<file path="src/rtl/multicycle_control_if.sv">
// rtl/multicycle_control_if.sv - control bundle between multi-cycle FSM and datapath
interface multicycle_control_if;
   logic       start_i;
   logic [5:0] Op_i;
   logic       PCWrite_o;
   logic       PCWriteCond_o;
   logic       IorD_o;
   logic       MemRead_o;
   logic       MemWrite_o;
   logic       IRWrite_o;
   logic       MemtoReg_o;
   logic       RegWrite_o;
   logic       RegDst_o;
   logic       ALUSrcA_o;
   logic [1:0] ALUSrcB_o;
   logic [1:0] ALUOp_o;
   logic [1:0] PCSource_o;
   logic       illegal_o;
   logic [3:0] state_o;

   // Controller side: consumes start/opcode, drives every datapath control
   modport master (
      input  start_i, Op_i,
      output PCWrite_o, PCWriteCond_o, IorD_o, MemRead_o, MemWrite_o, IRWrite_o,
             MemtoReg_o, RegWrite_o, RegDst_o, ALUSrcA_o, ALUSrcB_o, ALUOp_o,
             PCSource_o, illegal_o, state_o
   );

   // Datapath side: supplies start/opcode, observes the controls
   modport slave (
      output start_i, Op_i,
      input  PCWrite_o, PCWriteCond_o, IorD_o, MemRead_o, MemWrite_o, IRWrite_o,
             MemtoReg_o, RegWrite_o, RegDst_o, ALUSrcA_o, ALUSrcB_o, ALUOp_o,
             PCSource_o, illegal_o, state_o
   );
endinterface

</file>
<file path="src/rtl/multicycle_control.sv">
// rtl/multicycle_control.sv - Moore control FSM for the multi-cycle MIPS datapath
module multicycle_control #(
   parameter int         MEM_LAT  = 1,
   parameter logic [5:0] OP_RTYPE = 6'h00,
   parameter logic [5:0] OP_ADDI  = 6'h08,
   parameter logic [5:0] OP_LW    = 6'h23,
   parameter logic [5:0] OP_SW    = 6'h2B,
   parameter logic [5:0] OP_BEQ   = 6'h04,
   parameter logic [5:0] OP_J     = 6'h02
) (
   input  logic                 clk_i,
   input  logic                 rst_i,
   multicycle_control_if.master bus
);

   typedef enum logic [3:0] {
      S_IDLE   = 4'd0,
      S_FETCH  = 4'd1,
      S_DECODE = 4'd2,
      S_MEMADR = 4'd3,
      S_MEMRD  = 4'd4,
      S_MEMWB  = 4'd5,
      S_MEMWR  = 4'd6,
      S_EXEC   = 4'd7,
      S_RWB    = 4'd8,
      S_BRANCH = 4'd9,
      S_JUMP   = 4'd10,
      S_ADDIEX = 4'd11,
      S_ADDIWB = 4'd12
   } state_t;

   localparam logic [3:0] LAST_WAIT = 4'(MEM_LAT - 1);

   state_t     state;
   logic [3:0] wait_cnt;
   logic [5:0] op_q;
   logic       last_wait;
   logic       op_known;

   assign last_wait = (wait_cnt == LAST_WAIT);

   // Opcode recognition for the DECODE-cycle illegal flag
   always_comb begin
      op_known = 1'b0;
      case (bus.Op_i)
         OP_RTYPE, OP_ADDI, OP_LW, OP_SW, OP_BEQ, OP_J: op_known = 1'b1;
         default:                                       op_known = 1'b0;
      endcase
   end

   // State sequencing; wait counter runs only while staying in a memory state and is zero on every entry
   always_ff @(posedge clk_i or posedge rst_i) begin
      if (rst_i) begin
         state    <= S_IDLE;
         wait_cnt <= 4'd0;
         op_q     <= 6'd0;
      end else begin
         wait_cnt <= 4'd0;
         case (state)
            S_IDLE:   if (bus.start_i) state <= S_FETCH;
            S_FETCH:  if (last_wait) state <= S_DECODE;
                      else wait_cnt <= wait_cnt + 4'd1;
            S_DECODE: begin
               op_q <= bus.Op_i;
               case (bus.Op_i)
                  OP_LW, OP_SW: state <= S_MEMADR;
                  OP_RTYPE:     state <= S_EXEC;
                  OP_BEQ:       state <= S_BRANCH;
                  OP_J:         state <= S_JUMP;
                  OP_ADDI:      state <= S_ADDIEX;
                  default:      state <= S_FETCH;
               endcase
            end
            S_MEMADR: state <= (op_q == OP_LW) ? S_MEMRD : S_MEMWR;
            S_MEMRD:  if (last_wait) state <= S_MEMWB;
                      else wait_cnt <= wait_cnt + 4'd1;
            S_MEMWR:  if (last_wait) state <= S_FETCH;
                      else wait_cnt <= wait_cnt + 4'd1;
            S_EXEC:   state <= S_RWB;
            S_ADDIEX: state <= S_ADDIWB;
            default:  state <= S_FETCH;
         endcase
      end
   end

   // Datapath controls decoded from the current state (and wait counter in FETCH)
   always_comb begin
      bus.PCWrite_o     = 1'b0;
      bus.PCWriteCond_o = 1'b0;
      bus.IorD_o        = 1'b0;
      bus.MemRead_o     = 1'b0;
      bus.MemWrite_o    = 1'b0;
      bus.IRWrite_o     = 1'b0;
      bus.MemtoReg_o    = 1'b0;
      bus.RegWrite_o    = 1'b0;
      bus.RegDst_o      = 1'b0;
      bus.ALUSrcA_o     = 1'b0;
      bus.ALUSrcB_o     = 2'b00;
      bus.ALUOp_o       = 2'b00;
      bus.PCSource_o    = 2'b00;
      bus.illegal_o     = 1'b0;
      case (state)
         S_FETCH: begin
            bus.MemRead_o = 1'b1;
            bus.ALUSrcB_o = 2'b01;
            bus.IRWrite_o = last_wait;
            bus.PCWrite_o = last_wait;
         end
         S_DECODE: begin
            bus.ALUSrcB_o = 2'b11;
            bus.illegal_o = ~op_known;
         end
         S_MEMADR: begin
            bus.ALUSrcA_o = 1'b1;
            bus.ALUSrcB_o = 2'b10;
         end
         S_MEMRD: begin
            bus.MemRead_o = 1'b1;
            bus.IorD_o    = 1'b1;
         end
         S_MEMWB: begin
            bus.RegWrite_o = 1'b1;
            bus.MemtoReg_o = 1'b1;
         end
         S_MEMWR: begin
            bus.MemWrite_o = 1'b1;
            bus.IorD_o     = 1'b1;
         end
         S_EXEC: begin
            bus.ALUSrcA_o = 1'b1;
            bus.ALUOp_o   = 2'b10;
         end
         S_RWB: begin
            bus.RegWrite_o = 1'b1;
            bus.RegDst_o   = 1'b1;
         end
         S_BRANCH: begin
            bus.ALUSrcA_o     = 1'b1;
            bus.ALUOp_o       = 2'b01;
            bus.PCWriteCond_o = 1'b1;
            bus.PCSource_o    = 2'b01;
         end
         S_JUMP: begin
            bus.PCWrite_o  = 1'b1;
            bus.PCSource_o = 2'b10;
         end
         S_ADDIEX: begin
            bus.ALUSrcA_o = 1'b1;
            bus.ALUSrcB_o = 2'b10;
         end
         S_ADDIWB: bus.RegWrite_o = 1'b1;
         default: ;
      endcase
   end

   assign bus.state_o = state;

endmodule

</file>
<file path="src/flat_wrapper.sv">
// flat-port wrapper written by rule: the top's interface ports become plain ports
module multicycle_control_flat 
#(
   parameter int         MEM_LAT  = 1,
   parameter logic [5:0] OP_RTYPE = 6'h00,
   parameter logic [5:0] OP_ADDI  = 6'h08,
   parameter logic [5:0] OP_LW    = 6'h23,
   parameter logic [5:0] OP_SW    = 6'h2B,
   parameter logic [5:0] OP_BEQ   = 6'h04,
   parameter logic [5:0] OP_J     = 6'h02
)
  (clk_i, rst_i, bus_start_i, bus_Op_i, bus_PCWrite_o, bus_PCWriteCond_o, bus_IorD_o, bus_MemRead_o, bus_MemWrite_o, bus_IRWrite_o, bus_MemtoReg_o, bus_RegWrite_o, bus_RegDst_o, bus_ALUSrcA_o, bus_ALUSrcB_o, bus_ALUOp_o, bus_PCSource_o, bus_illegal_o, bus_state_o);
  multicycle_control_if bus_i ();
  input  logic clk_i;
  input  logic rst_i;
  input wire logic [$bits(bus_i.start_i)-1:0] bus_start_i;
  input wire logic [$bits(bus_i.Op_i)-1:0] bus_Op_i;
  output wire logic [$bits(bus_i.PCWrite_o)-1:0] bus_PCWrite_o;
  output wire logic [$bits(bus_i.PCWriteCond_o)-1:0] bus_PCWriteCond_o;
  output wire logic [$bits(bus_i.IorD_o)-1:0] bus_IorD_o;
  output wire logic [$bits(bus_i.MemRead_o)-1:0] bus_MemRead_o;
  output wire logic [$bits(bus_i.MemWrite_o)-1:0] bus_MemWrite_o;
  output wire logic [$bits(bus_i.IRWrite_o)-1:0] bus_IRWrite_o;
  output wire logic [$bits(bus_i.MemtoReg_o)-1:0] bus_MemtoReg_o;
  output wire logic [$bits(bus_i.RegWrite_o)-1:0] bus_RegWrite_o;
  output wire logic [$bits(bus_i.RegDst_o)-1:0] bus_RegDst_o;
  output wire logic [$bits(bus_i.ALUSrcA_o)-1:0] bus_ALUSrcA_o;
  output wire logic [$bits(bus_i.ALUSrcB_o)-1:0] bus_ALUSrcB_o;
  output wire logic [$bits(bus_i.ALUOp_o)-1:0] bus_ALUOp_o;
  output wire logic [$bits(bus_i.PCSource_o)-1:0] bus_PCSource_o;
  output wire logic [$bits(bus_i.illegal_o)-1:0] bus_illegal_o;
  output wire logic [$bits(bus_i.state_o)-1:0] bus_state_o;
  assign bus_i.start_i = bus_start_i;
  assign bus_i.Op_i = bus_Op_i;
  assign bus_PCWrite_o = bus_i.PCWrite_o;
  assign bus_PCWriteCond_o = bus_i.PCWriteCond_o;
  assign bus_IorD_o = bus_i.IorD_o;
  assign bus_MemRead_o = bus_i.MemRead_o;
  assign bus_MemWrite_o = bus_i.MemWrite_o;
  assign bus_IRWrite_o = bus_i.IRWrite_o;
  assign bus_MemtoReg_o = bus_i.MemtoReg_o;
  assign bus_RegWrite_o = bus_i.RegWrite_o;
  assign bus_RegDst_o = bus_i.RegDst_o;
  assign bus_ALUSrcA_o = bus_i.ALUSrcA_o;
  assign bus_ALUSrcB_o = bus_i.ALUSrcB_o;
  assign bus_ALUOp_o = bus_i.ALUOp_o;
  assign bus_PCSource_o = bus_i.PCSource_o;
  assign bus_illegal_o = bus_i.illegal_o;
  assign bus_state_o = bus_i.state_o;
  multicycle_control #(.MEM_LAT(MEM_LAT), .OP_RTYPE(OP_RTYPE), .OP_ADDI(OP_ADDI), .OP_LW(OP_LW), .OP_SW(OP_SW), .OP_BEQ(OP_BEQ), .OP_J(OP_J)) u_core (.clk_i(clk_i), .rst_i(rst_i), .bus(bus_i));
endmodule
</file>
<file path="config.mk">
export PLATFORM = sky130hd
export DESIGN_NAME = multicycle_control_flat
export DESIGN_NICKNAME = d
export VERILOG_FILES = /design/src/rtl/multicycle_control_if.sv /design/src/rtl/multicycle_control.sv /design/src/flat_wrapper.sv
export SDC_FILE = /design/constraint.sdc
export NUM_CORES = 1
export LEC_CHECK = 0
export CORE_MARGIN = 5
export CORE_UTILIZATION = 42
export CTS_BUF_LIST = sky130_fd_sc_hd__clkbuf_16
export DETAILED_ROUTE_END_ITERATION = 10
export MAX_ROUTING_LAYER = met4
export PLACE_DENSITY = 0.76
export SYNTH_ARGS = -nofsm -noshare
export SYNTH_HDL_FRONTEND = slang
export SYNTH_SLANG_ARGS = --single-unit
</file>
<file path="constraint.sdc">
create_clock -name clk_i -period 1.8 [get_ports clk_i]
set_input_delay 0.18 -clock clk_i [delete_from_list [all_inputs] [get_ports clk_i]]
set_output_delay 0.18 -clock clk_i [all_outputs]
set_load 0.005 [all_outputs]
</file>
Word level (Yosys, flattened, before mapping). Index checks and enable logic that the tools add are counted.

Add/sub/neg operators: 1. Equality and inequality tests: 22. Multiplexer cells: 24. Bitwise gates (word level): 1. Reductions and logical operators: 12.

Operators with widths (count): $pmux 4 s8 (1); $mux 4 (6); $eq 4x4->1 const B (5); $pmux 4 s5 (1); $eq 6x6->1 const B (3); $eq 4x3->1 const B (4); $mux 1 (11); $eq 4x2->1 const B (2); $logic_not 4->1 (2); $pmux 2 s2 (2); $reduce_or 2->1 (4); $eq 6x2->1 const B (1); $eq 6x3->1 const B (1); $eq 6x4->1 const B (1); $logic_not 6->1 (1); $ne 2x1->1 const B (3); $pmux 2 s3 (1); $reduce_or 3->1 (2); $reduce_or 6->1 (1); $add 4x1->4 const B (1); $eq 4x1->1 const B (1); $reduce_and 4->1 (1); $reduce_or 4->1 (1); $mux 2 (1); other kinds (3) (3).

Register bits after elaboration: 14. Bits of input ports: 9. Output and inout bits: 21. Logic and storage cells: 63.

Depth between registers and ports, before layout. Gate-level depths: netlist (run 1).

Word-level depth: 5. Mapped depth: 6. Mapped depth without buffers: 6.

Least setup slack after synthesis (run 1). OpenSTA, ideal clock, no wires.

Path type: reg-to-reg. From: reg u_core.wait_cnt[0]. To: reg u_core.state[1], in the netlist u_core.bus.state_o[1]. Setup time: 0.125 ns. Arrival time: 1.594 ns. Required time: 1.675 ns. Slack: 0.081 ns. Stages on the path, launching flop included: 7. Buffers on the path: 0. Period minus slack after synthesis: 1.719 ns. Cells stage by stage: dfrtp_1 -> inv_1 -> ha_1 -> nor3b_2 -> mux2_4 -> o41ai_4 -> mux2_4.

Longest elaborated chain between the ends: 3. Elaborated cells between the ends (all ways): 5. Those cells by class: 3 x eq/ne; 2 x reduce/logical.

Ends and longest elaborated chain: from (decl) (RTL line multicycle_control.sv:35) `logic [3:0] wait_cnt;`; from (signal assigned) (RTL line multicycle_control.sv:62) `else wait_cnt <= wait_cnt + 4'd1;`; from (signal assigned) (RTL line multicycle_control.sv:76) `else wait_cnt <= wait_cnt + 4'd1;`; from (signal assigned) (RTL line multicycle_control.sv:78) `else wait_cnt <= wait_cnt + 4'd1;`; $logic_not 4->1 (*) (RTL line multicycle_control.sv:40) `assign last_wait = (wait_cnt == LAST_WAIT);`; $ne 2x1->1 (no line); $reduce_and 4->1 (no line) (*); to (signal assigned) (RTL line multicycle_control.sv:74) `S_MEMADR: state <= (op_q == OP_LW) ? S_MEMRD : S_MEMWR;`; to (decl) (RTL line multicycle_control.sv:34) `state_t state;`.

Every way passes the cells marked *; elsewhere a longest branch is shown, timed or not. A chain may end at the register's enable or synchronous reset.

Worst setup path in the final report (run 1). Ends and elaborated chain as after synthesis.

==> results.toml, run 1 <==
[finish]
nets = 174
fill_cells = 161
regArea_um2 = 355
area_growth_pct = 64.6
diodes = 0
multiInputGateArea_um2 = 623
fin_area_um2 = 1640
final_cells = 189
drive_gt1_share_pct = 34.2

[detailed_routing]
wire_per_inst_um = 15.7
ant_nets = 0
drt_iter0_markers = 32
dr.pass1.iters = 4
drcViolationCount = 0
wl_mm = 2.98
vias_per_cell = 5.42
vias = 1025

[critical_path]
cp-start-kind = "flip-flop"
setup.worst_path.start = "u_core.wait_cnt[0]"
r2r-start = "u_core.wait_cnt[0]"
cp-end-kind = "flip-flop"
reg2reg_slack_ns = -0.07
worstPathMaxFanout = 4
crit_type = "flip-flop to flip-flop"
cp.arrival_ns = 1.99
required_ns = 1.92

[floorplanning]
start_util_pct = 44.6
core_region_area_um2 = 2230
die_height_um = 58.7
core.rowCount = 17
dieArea_um2 = 3450
die_x_um = 58.7
io_pins = 30

[timing]
rsz0062_at_grt = "true"
setup_ws_ns = -0.0677
tightest_slew_ns = 0.557
fmax_mhz = 535
fin_skew_ns = 0.00413
holdWs_ns = 0.292
finalCritPeriodShare_pct = 104
period_needed_ns = 1.87
hold_viol = 0
setup_viol = 1
relSlewSlack_pct = 62.8
slew_viol_final = 0
setup-tns-final_ns = -0.0677

[global_route]
grt_pass1_wl_mm = 4.67
overflow = 0
grt_max_degree = 15
grt_pass1_vias = 1039
antenna_found_initial = 0
gr-usage-all-layers_pct = 17.8

[power]
intPower_uw = 1560
p_comb_share_pct = 58.5
seqPwrFrac_pct = 24.7
swShare_pct = 35.7
switching_power_uw = 865
p_leak_uw = 0.000836
peakVddDrop_v = 0.000996
clkPwrFrac_pct = 16.8
power.density_nw_per_um2 = 1480

[synth]
syn-num-nets = 120
synth.avg_cell_area_um2 = 9.14
ys_types = 35
ys_seq_area_share_pct = 35.2
syn_area_um2 = 996
synth_cells = 109
ys_ff_latch = 14
synth_warnings = 0

[clock_network]
h-tree-depth = 1
cts_tree = "built"
cts-buffers-inserted = 3
cts-root-buf = "clkbuf_16"
cts.reportedPaths.clkPinSlew_ns = 0.05
clockBufferDepth = 2
clk_latency_ns = 0.24
cts_sinks = 14
cts_hold_buffers = 0

[place]
placed_cells = 178
postPlaceCellArea_um2 = 1430
preCtsSetupSlack_ns = -0.138
port_buffers = 29
dp_hpwl_mm = 2.06
gp_congestion = 0.766

[min_path]
hold_path.class = "input pin to asynchronous set/reset pin"

[job]
cap_viol_max_count = 0

[status]
failed_checks = "negative setup slack"
outcome = "complete, but fails checks"
## cell usage in the layout, fill, tap and decap left out, drive strengths merged, types with 2 or more instances in the layout
cell / n
and3: 5
nor3: 6
mux2: 8
nand2: 6
or3: 3
clkdlybuf4s50: 15
a21o: 2
dfrtp: 14
nand3: 2
dlygate4sd2: 8
nand2b: 7
a21oi: 6
buf: 30
nor2: 9
inv: 5
o21ai: 6
clkbuf: 4
nor4b: 2
xor2: 2
nor2b: 2
ha: 2
xnor2: 2
dlymetal6s2s: 5
## synth_stat cells, drive strengths merged
cell type  number  area (µm²)
nor3b           1        12.5
xnor2           2        17.5
o32ai           1        8.76
o21ai           6        30.0
or3             3        18.8
a21oi           6        30.0
a21o            2        15.0
buf             6        37.5
nor2b           2        12.5
dfrtp          14         350
xor2            2        17.5
mux2            8        97.6
and3            5        31.3
inv             5        18.8
clkbuf          4        15.0
or2             1        6.26
nand2b          7        43.8
o41ai           1        27.5
nor3            6        30.0
a211oi          1        7.51
nor4b           2        32.5
nor2            9        33.8
ha              2        25.0
nand3           2        10.0
nand2           6        22.5
o2111ai         1        8.76
and4            1        8.76
and4b           1        10.0
nor4            1        6.26
o211a           1        10.0
## through the flow
step / utilization (%) / power, µW
global route: 73.4 / 2580
detailed placement: 64.2 / 1890
floorplan: - / 1210
CTS: 70.3 / 2370
finish: 73.4 / 2430
global placement: 64.2 / 1850
## timing repair
action	4_1_cts	5_1_grt
endpoints found under the setup margin	16	12
hold endpoints to repair	0	0
pin swaps	2	1
resized for setup	24	12
setup buffers	3	5
## per-layer routing
| layer | part of all wire, % | global-route usage (%) | vias up |
|---|---|---|---|
| met3 | 4.3 | 1.32 | 2 |
| met2 | 52 | 34.1 | 28 |
| met5 | 0 | - | - |
| met1 | 43 | 19.9 | 507 |
| li1 | - | - | 488 |
| met4 | 0.067 | 3.88 | 0 |
## critical path, cell delays in order, from the launching register on
cell and delay, ns:
dfrtp_1 0.36, inv_1 0.06, ha_2 0.18, nor3b_4 0.16, buf_6 0.13, mux2_4 0.26, o41ai_4 0.28, mux2_4 0.33
## power groups by stage
stage               combinational [µW]  sequential, µW  clock, µW
floorplan                          724             489          0
finish                            1420             599        407
global route                      1530             616        426
detailed placement                1330             564          0
CTS                               1380             578        407
global placement                  1290             557          0
## state kept, by name, indices dropped and copies added, names as in the netlist
name,flops
u_core.bus.state_o,4
u_core.op_q,6
u_core.wait_cnt,4
## final timing paths
path	endpoint	depth (start not counted)
hold reg to reg	u_core.op_q[5]	1
max in group asynchronous	u_core.bus.state_o[1]	2
hold / removal	u_core.wait_cnt[1]	2
min in group clk_i	u_core.op_q[5]	1
setup reg to reg	u_core.bus.state_o[1]	7
setup / recovery	u_core.bus.state_o[1]	7
## cell type report
| cell class | instances | area share, % |
|---|---|---|
| sequential | 14 | 21.7 |
| multi-input combinational | 80 | 38.0 |
| inverter | 5 | 1.15 |
| timing repair buffer | 59 | 32.4 |
| tap | 28 | 2.14 |
| clock buffer | 3 | 4.58 |
## cell families (layout without fill, tap and decap cells)
logic type | count (synthesis) | in the layout | synth area share [%]
buffers and inverters | 15 | 67 | 7.16
muxes | 8 | 8 | 9.80
and+or+nand+nor | 47 | 47 | 28.0
adders and majority gates | 2 | 2 | 2.51
xor gates and xnor gates | 4 | 4 | 3.52
DFF | 14 | 14 | 35.2
AOI/OAI and AO/OA | 19 | 19 | 13.8
Note: power is estimated with default switching activity, not from simulation.
==> run 2: changes to the inputs <==
CAP_MARGIN = 20   (was default)
CORE_ASPECT_RATIO = 0.9   (was default)
CTS_BUF_LIST = default   (was sky130_fd_sc_hd__clkbuf_16)
==> run 2 against run 1 <==
Effect of this change: the run still ends with negative setup slack left; final cell count decreased by 0.53%; total power decreased by 6.0%; wire length decreased by 8.8%; sequential power down 7.5%; largest cell class unchanged; via count down 4.3%; register-to-register slack got worse by 0.04 ns.
==> results.toml, run 2 (same netlist as run 1, synthesis figures left out) <==
[status]
outcome = "complete, but fails checks"
failed_checks = "negative setup slack"

[floorplanning]
die_x_um = 61.3
die_height_um = 56.2
core_region_area_um2 = 2220
dieArea_um2 = 3450
core.rowCount = 16
start_util_pct = 44.8
io_pins = 30

[clock_network]
h-tree-depth = 1
cts-root-buf = "clkbuf_4"
clk_latency_ns = 0.27
cts.reportedPaths.clkPinSlew_ns = 0.08
cts_sinks = 14
cts_tree = "built"
cts-buffers-inserted = 3
clockBufferDepth = 2
cts_hold_buffers = 0

[timing]
hold_viol = 0
tightest_slew_ns = 0.530
setup_ws_ns = -0.106
fmax_mhz = 525
setup_viol = 5
finalCritPeriodShare_pct = 106
fin_skew_ns = 0.00208
slew_viol_final = 0
period_needed_ns = 1.91
rsz0062_at_grt = "true"
relSlewSlack_pct = 64.6

[global_route]
grt_pass1_vias = 962
antenna_found_initial = 0
overflow = 0
grt_pass1_wl_mm = 4.31
gr-usage-all-layers_pct = 16.3
grt_max_degree = 17

[job]
cap_viol_max_count = 0

[detailed_routing]
drcViolationCount = 0
ant_nets = 0
wl_mm = 2.71
wire_per_inst_um = 14.4
drt_iter0_markers = 14
dr.pass1.iters = 4
vias = 981
vias_per_cell = 5.22

[finish]
final_common_cell = "buf_4"
final_cells = 188
area_growth_pct = 62.6
fill_cells = 170
most-common-layout-cells = "buf_4, clkdlybuf4s50_1, dfrtp_1"
diodes = 0
nets = 174
regMostFlops = "u_core.op_q"
largest_reg_flops = 6
drive_gt1_share_pct = 39.1

[power]
p_comb_share_pct = 68.2
p_leak_uw = 0.000813
seqPwrFrac_pct = 24.3
power.density_nw_per_um2 = 1410
swShare_pct = 37.0
power_uw = 2280
peakVddDrop_v = 0.000855
intPower_uw = 1440
clkPwrFrac_pct = 7.5
switching_power_uw = 845

[critical_path]
worstPathMaxFanout = 2
cp-end-kind = "flip-flop"
cp.arrival_ns = 2.07
crit_chain = "inv_1 -> ha_2 -> nor3b_4 -> buf_6 -> buf_6 -> mux2_4 -> o41ai_4 -> mux2_4"
crit_type = "flip-flop to flip-flop"
cp-start-kind = "flip-flop"
cpPeakStageDelay_ns = 0.36
required_ns = 1.96
slowest_stage = "dfrtp_1"

[min_path]
hold_path.class = "input pin to asynchronous set/reset pin"

[place]
placed_cells = 175
preCtsSetupSlack_ns = -0.0388
gp_congestion = 0.835
port_buffers = 29
dp_hpwl_mm = 1.89
run 2: critical path: cells and delay by family, from the launching register on:
kind	cells	cell delay, ns
buffers and inverters	3	0.27
muxes	2	0.59
and+or+nand+nor	1	0.15
adders and majority gates	1	0.17
DFF	1	0.36
AOI/OAI and AO/OA	1	0.25
run 2: power by group through the flow:
stage          logic, µW  registers [µW]  clock network (µW)
2_1_floorplan        724             489                   0
3_3_place_gp        1310             549                   0
3_5_place_dp        1330             553                   0
4_1_cts             1430             533                 178
5_1_grt             1700             570                 187
6_report            1550             554                 172
run 2: stage by stage:
| stage | hold slack (ns) | cell area (µm²) | utilization (%) | TNS, ns |
|---|---|---|---|---|
| CTS | 0.251 | 1540 | 69.3 | -0.601 |
| floorplan | 0.0692 | 996 | - | 0 |
| global placement | 0.484 | 1430 | 64.4 | 0 |
| detailed placement | 0.489 | 1430 | 64.4 | -0.0419 |
| finish | 0.240 | 1620 | 72.9 | -0.180 |
| global route | 0.290 | 1620 | 72.9 | -0.795 |
run 2: area by class of cell:
type | instances | area, µm² | area share [%]
tap | 27 | 33.8 | 2.09
clock buffer | 3 | 22.5 | 1.39
inverter | 5 | 18.8 | 1.16
timing repair buffer | 59 | 543 | 33.5
multi-input combinational | 80 | 646 | 39.9
sequential | 14 | 355 | 21.9
run 2: per-layer routing:
metal	up-vias	share of wire, %	track usage [%]
met5	-	0	-
met4	0	1.3	3.64
met3	4	6.1	1.62
met2	34	51	26.1
met1	459	41	21.9
li1	484	-	-
run 2: what timing repair did:
| item | 4_1_cts | 5_1_grt |
|---|---|---|
| buffers inserted | 6 | 4 |
| gates resized for setup | 21 | 24 |
| endpoints found under the setup margin | 18 | 16 |
| pin swaps | 4 | 5 |
| endpoints found under the hold margin | 0 | 0 |
run 2: final timing paths:
path	startpoint	depth (start not counted)	slack, ns	end
max	u_core.wait_cnt[0]	8	-0.11	u_core.bus.state_o[1]
min	rst_i	2	0.24	u_core.op_q[1]
max reg2reg	u_core.wait_cnt[0]	8	-0.11	u_core.bus.state_o[1]
min reg2reg	u_core.op_q[0]	1	0.51	u_core.op_q[0]
max in group asynchronous	rst_i	2	1.18	u_core.bus.state_o[1]
min in group clk_i	u_core.op_q[0]	1	0.51	u_core.op_q[0]
